===== src/rtl/cp0_multi.sv =====
// Parametrised MEM-stage coprocessor 0: SR/Cause/EPC/PRId, NUM_HWINT hardware + 2 software interrupts.
// Optional Count/Compare timer on the top hardware line is built when CP0_TIMER_EN is defined.
module cp0_multi #(
    parameter int unsigned NUM_HWINT = 6,
    parameter logic [31:0] PRID      = 32'h0000_4C51,
    parameter logic [31:0] EPC_RST   = 32'h0000_3000
) (
    input  logic                 clk,
    input  logic                 reset,
    input  logic [NUM_HWINT-1:0] hwint,
    input  logic                 exc_valid,
    input  logic [4:0]           exc_code,
    input  logic [31:0]          pc_m,
    input  logic                 bd_m,
    input  logic [4:0]           cp0_addr,
    input  logic [31:0]          cp0_wd,
    input  logic                 cp0_we,
    input  logic                 eret,
    output logic [31:0]          cp0_rd,
    output logic [31:0]          epc,
    output logic                 int_req,
    output logic                 exl
);
    localparam int unsigned HW_LO       = 10;
    localparam logic [4:0]  REG_COUNT   = 5'd9;
    localparam logic [4:0]  REG_COMPARE = 5'd11;
    localparam logic [4:0]  REG_SR      = 5'd12;
    localparam logic [4:0]  REG_CAUSE   = 5'd13;
    localparam logic [4:0]  REG_EPC     = 5'd14;
    localparam logic [4:0]  REG_PRID    = 5'd15;

    logic [NUM_HWINT-1:0] im_q, im_d, hwip_q, hwip_d, tint;
    logic [1:0]           swm_q, swm_d, swip_q, swip_d;
    logic                 ie_q, ie_d, exl_q, exl_d, bd_q, bd_d;
    logic [4:0]           exc_q, exc_d;
    logic [31:0]          epc_q, epc_d;
    logic                 irq, wr_ok;
    logic [31:0]          sr_v, cause_v;
    logic                 unused_bits;

`ifdef CP0_TIMER_EN
    logic [31:0] count_q, count_d, compare_q, compare_d;
    logic        tpend_q, tpend_d;

    always_comb begin
        count_d   = count_q + 32'd1;
        compare_d = compare_q;
        tpend_d   = tpend_q | ((count_q == compare_q) && (compare_q != '0));
        if (wr_ok && cp0_addr == REG_COUNT) count_d = cp0_wd;
        if (wr_ok && cp0_addr == REG_COMPARE) begin
            compare_d = cp0_wd;
            tpend_d   = 1'b0;
        end
    end

    always_ff @(posedge clk or negedge reset) begin
        if (!reset) begin
            count_q   <= '0;
            compare_q <= '0;
            tpend_q   <= 1'b0;
        end else begin
            count_q   <= count_d;
            compare_q <= compare_d;
            tpend_q   <= tpend_d;
        end
    end
`endif

    always_comb begin
        tint = '0;
`ifdef CP0_TIMER_EN
        tint[NUM_HWINT-1] = tpend_q;
`endif
    end

    assign irq     = ie_q & ~exl_q & (|({hwip_q, swip_q} & {im_q, swm_q}));
    assign int_req = reset & (irq | (exc_valid & ~exl_q));
    assign wr_ok   = cp0_we & ~int_req;

    always_comb begin
        im_d   = im_q;
        swm_d  = swm_q;
        ie_d   = ie_q;
        exl_d  = exl_q;
        bd_d   = bd_q;
        swip_d = swip_q;
        exc_d  = exc_q;
        epc_d  = epc_q;
        hwip_d = hwint | tint;
        if (int_req) begin
            exl_d = 1'b1;
            bd_d  = bd_m;
            exc_d = irq ? 5'd0 : exc_code;
            epc_d = bd_m ? {pc_m[31:2] - 30'd1, 2'b00} : {pc_m[31:2], 2'b00};
        end else begin
            if (wr_ok && cp0_addr == REG_SR) begin
                im_d  = cp0_wd[HW_LO +: NUM_HWINT];
                swm_d = cp0_wd[9:8];
                exl_d = cp0_wd[1];
                ie_d  = cp0_wd[0];
            end
            if (wr_ok && cp0_addr == REG_CAUSE) swip_d = cp0_wd[9:8];
            if (wr_ok && cp0_addr == REG_EPC) epc_d = {cp0_wd[31:2], 2'b00};
            // eret after a same-cycle SR write: the written value lands, EXL still ends up clear.
            if (eret) exl_d = 1'b0;
        end
    end

    always_ff @(posedge clk or negedge reset) begin
        if (!reset) begin
            im_q   <= '0;
            swm_q  <= '0;
            ie_q   <= 1'b0;
            exl_q  <= 1'b0;
            bd_q   <= 1'b0;
            hwip_q <= '0;
            swip_q <= '0;
            exc_q  <= '0;
            epc_q  <= EPC_RST;
        end else begin
            im_q   <= im_d;
            swm_q  <= swm_d;
            ie_q   <= ie_d;
            exl_q  <= exl_d;
            bd_q   <= bd_d;
            hwip_q <= hwip_d;
            swip_q <= swip_d;
            exc_q  <= exc_d;
            epc_q  <= epc_d;
        end
    end

    always_comb begin
        sr_v                       = '0;
        sr_v[HW_LO +: NUM_HWINT]   = im_q;
        sr_v[9:8]                  = swm_q;
        sr_v[1]                    = exl_q;
        sr_v[0]                    = ie_q;
        cause_v                    = '0;
        cause_v[31]                = bd_q;
        cause_v[HW_LO +: NUM_HWINT] = hwip_q;
        cause_v[9:8]               = swip_q;
        cause_v[6:2]               = exc_q;
        case (cp0_addr)
            REG_SR:      cp0_rd = sr_v;
            REG_CAUSE:   cp0_rd = cause_v;
            REG_EPC:     cp0_rd = epc_q;
            REG_PRID:    cp0_rd = PRID;
`ifdef CP0_TIMER_EN
            REG_COUNT:   cp0_rd = count_q;
            REG_COMPARE: cp0_rd = compare_q;
`endif
            default:     cp0_rd = '0;
        endcase
    end

    assign epc         = epc_q;
    assign exl         = exl_q;
    assign unused_bits = ^{pc_m[1:0], cp0_wd};
endmodule


===== config.mk =====
export PLATFORM = sky130hd
export DESIGN_NAME = cp0_multi
export DESIGN_NICKNAME = d
export VERILOG_FILES = /design/src/rtl/cp0_multi.sv
export SDC_FILE = /design/constraint.sdc
export NUM_CORES = 1
export LEC_CHECK = 0
export ABC_AREA = 1
export BUFFER_PORTS_ARGS = -buffer_cell sky130_fd_sc_hd__buf_4
export CORE_ASPECT_RATIO = 1.2
export CORE_UTILIZATION = 40
export DETAILED_ROUTE_END_ITERATION = 8
export HOLD_SLACK_MARGIN = 0.06
export PLACE_DENSITY = 0.65
export REMOVE_ABC_BUFFERS = 1
export SYNTH_ARGS = -nofsm -noshare
export SYNTH_HDL_FRONTEND = slang
export SYNTH_SLANG_ARGS = --single-unit

===== constraint.sdc =====
create_clock -name clk -period 3.7 [get_ports clk]
set_input_delay 0.185 -clock clk [delete_from_list [all_inputs] [get_ports clk]]
set_output_delay 0.185 -clock clk [all_outputs]
set_load 0.1 [all_outputs]

==> flow_summary.json <==
{
  "tightest_slew_ns": 0.890,
  "coreArea_mm2": 0.00875,
  "crit_buf_inv": 3,
  "io_pins": 152,
  "clockBufferDepth": 2,
  "finalCritPeriodShare_pct": 67.0,
  "fillers": 887,
  "start_util_pct": 42.0,
  "crit_top_cell": "buf_4",
  "crit_required_ns": 3.51,
  "syn2layout_area_growth_pct": 36.2,
  "stdcell_count": 818,
  "hold-path-endpoint": "ie_q$_DFFE_PN0P_",
  "setup_viol": 0,
  "crit_fanout": 35,
  "cts_tree": "done",
  "synth_cells": 553,
  "ys_seq_elements": 54,
  "cts_root_buf": "clkbuf_8",
  "p_leak_nw": 2.66,
  "num_antenna_cells": 0,
  "ys_seq_area_share_pct": 36.9,
  "dr.pass1.iters": 6,
  "post_cts_resized": 0,
  "reg2reg_slack_ns": 1.31,
  "yosysWarnings": 0,
  "register_area_mm2": 0.00135,
  "die_h_um": 107,
  "die-area_mm2": 0.00957,
  "drv_slew": 0,
  "grt-ovfl-total": 0,
  "worstSetupPathType": "primary input to primary output",
  "rsz0062_at_grt": "false",
  "synth.cell_area_mm2": 0.00367,
  "cts_setup_buffers": 0,
  "placement_rows": 37,
  "drive_above_1_share_pct": 25.5,
  "insertion_delay_ns": 0.31,
  "htree_levels": 2,
  "start_kind": "primary input",
  "r2r-end": "epc[7]$_DFFE_PN0P_",
  "ir_worst_vdd_v": 0.000353,
  "cp-end-kind": "primary output",
  "portBuffers": 147,
  "min_path_type": "primary input to flop",
  "hold_buffers": 7,
  "cap_violations": 0,
  "crit_start": "reset",
  "timing.rr.start": "im_q[2]$_DFFE_PN0P_",
  "groute.usage.overall_pct": 24.1,
  "synth_top_cell_area_share_pct": 35.4,
  "multi_input_area_mm2": 0.00195,
  "place_congestion": 0.950,
  "drc": 0,
  "synth_area_leader_cell": "dfrtp_1",
  "fin_ws_ns": 1.22,
  "slowest_delay_ns": 0.79,
  "place_inst": 803,
  "maxSlewHeadroom_pct": 40.5,
  "critPathTopFamily": "buffers and inverters",
  "grt_pass1_wl_um": 18000,
  "cp.arrival_ns": 2.29,
  "drt-vias-per-instance": 4.79,
  "ant_nets": 0,
  "status": "finished clean",
  "clk_pin_slew_ns": 0.11,
  "hold_viol_final": 0,
  "nets": 787,
  "die_x_um": 89.5,
  "numClockSinks": 54,
  "avgSynthCellArea_um2": 6.64,
  "power_density_mw_per_mm2": 697,
  "dp_slack_ns": 1.22,
  "min_path_cells": 3,
  "drt_iter0_drc": 148,
  "post_drt_wl_per_cell_um": 13.6,
  "fin_crit_ns": 2.48,
  "synth-edff-count": 0,
  "skew_ns": 0.0100,
  "num_vias": 3922,
  "crit_chain": "dlygate4sd3_1 > buf_4 > a21boi_4 > buf_4",
  "synth_ff_type": "dfrtp_1",
  "antenna_found_initial": 0,
  "dp_hpwl_um": 8660,
  "synth.distinct_cells": 37,
  "cp_slowest_cell": "a21boi_4",
  "reg2regPathDepth": 12,
  "fin_setup_tns_ns": 0,
  "wirelength_um": 11100,
  "fmax_mhz": 403,
  "grt_max_degree": 43,
  "grt_pass1_vias": 3918,
  "synth_area_leaders": "dfrtp_1 35%, nand2_1 19%, nor2_1 7.2%",
  "hp-start": "cp0_wd[0]",
  "cts_buffers": 5,
  "async_reset_ff_share_pct": 100
}
## registers in the layout, summed over array words and instances, names as in the netlist
| signal | count |
|---|---|
| ie_q | 1 |
| epc | 30 |
| hwip_q | 6 |
| im_q | 6 |
| swm_q | 2 |
| exl | 1 |
| bd_q | 1 |
| exc_q | 5 |
| swip_q | 2 |
## stage by stage
stage,cell area [µm²],utilization [%],hold slack [ns],power [mW]
finish,5000,57.2,0.108,3.49
global route,5000,57.2,0.0917,3.67
CTS,5000,57.2,0.0909,3.51
detailed placement,4840,55.3,0.129,3.13
global placement,4840,55.3,0.121,3.12
floorplan,3570,-,-0.111,2.62
## Yosys cell counts (2+ instances only)
| cell | count |
|---|---|
| a21oi_1 | 4 |
| buf_2 | 6 |
| buf_4 | 7 |
| clkbuf_1 | 2 |
| clkinv_1 | 2 |
| dfrtp_1 | 52 |
| dfstp_2 | 2 |
| inv_1 | 66 |
| inv_2 | 2 |
| nand2_1 | 190 |
| nand2_2 | 2 |
| nand2_4 | 3 |
| nand3_1 | 34 |
| nand3_4 | 2 |
| nand4_1 | 5 |
| nor2_1 | 70 |
| nor2_2 | 3 |
| nor2_4 | 3 |
| nor3_1 | 5 |
| o211ai_1 | 2 |
| o21ai_0 | 45 |
| o21ai_1 | 13 |
| xnor2_1 | 4 |
| xor2_1 | 16 |
## area by class of cell
type / instances / area share, %
Inverter: 70 / 5.25
Timing Repair Buffer: 156 / 23.8
Clock buffer: 5 / 1.38
Clock inverter: 3 / 0.575
Sequential cell: 54 / 27.1
Multi-Input combinational cell: 413 / 39.1
Tap cell: 117 / 2.93
## placed cells by master (no fill, tap or decap), types with 4 or more instances in the layout
cell and n:
nand2_1 190, buf_4 149, nor2_1 70, inv_1 66
dfrtp_1 52, o21ai_0 45, nand3_1 34, xor2_1 16
o21ai_1 13, dlygate4sd3_1 7, nand4_1 5, nor3_1 5
clkbuf_8 5, xnor2_1 4, a21oi_1 4
## how the worst max path moves through the flow
stage                                    end  depth (start not counted)
final                                int_req                          4
after CTS                            int_req                          4
after global routing      epc[7]$_DFFE_PN0P_                         12
after global placement    epc[7]$_DFFE_PN0P_                         11
after detailed placement  epc[7]$_DFFE_PN0P_                         11
after floorplan                   cp0_rd[14]                          2
## power breakdown
| group | internal (mW) | switching, mW | total, mW |
|---|---|---|---|
| Combinational | 0.443 | 1.72 | 2.16 |
| Clock | 0.141 | 0.223 | 0.364 |
| Sequential | 0.811 | 0.151 | 0.962 |
| Total | 1.39 | 2.09 | 3.49 |
## kinds of logic (layout without fill, tap and decap cells)
| logic type | after synthesis | in the layout | synth area share [%] |
|---|---|---|---|
| AOI/OAI and AO/OA | 69 | 69 | 10.3 |
| xor gates and xnor gates | 20 | 20 | 4.77 |
| adders and majority gates | 1 | 1 | 0.341 |
| buffers and inverters | 87 | 234 | 10.0 |
| DFF | 54 | 54 | 36.9 |
| other | 1 | 2 | 0.102 |
| and+or+nand+nor | 321 | 321 | 37.6 |
## tightest hold or removal path: stages
cell,delay [ns]
buf_4,0.07
nor2_1,0.04
a21oi_2,0.09
## routing by layer
layer / vias to the layer above / GRT usage (%) / share of wire (%)
li1: 2003 / - / -
met1: 1800 / 30.4 / 44
met2: 107 / 42.4 / 50
met3: 12 / 2.77 / 3.8
met4: 0 / 7.71 / 1.5
met5: - / 0 / 0
No activity file was read; power rests on OpenSTA's default activity.
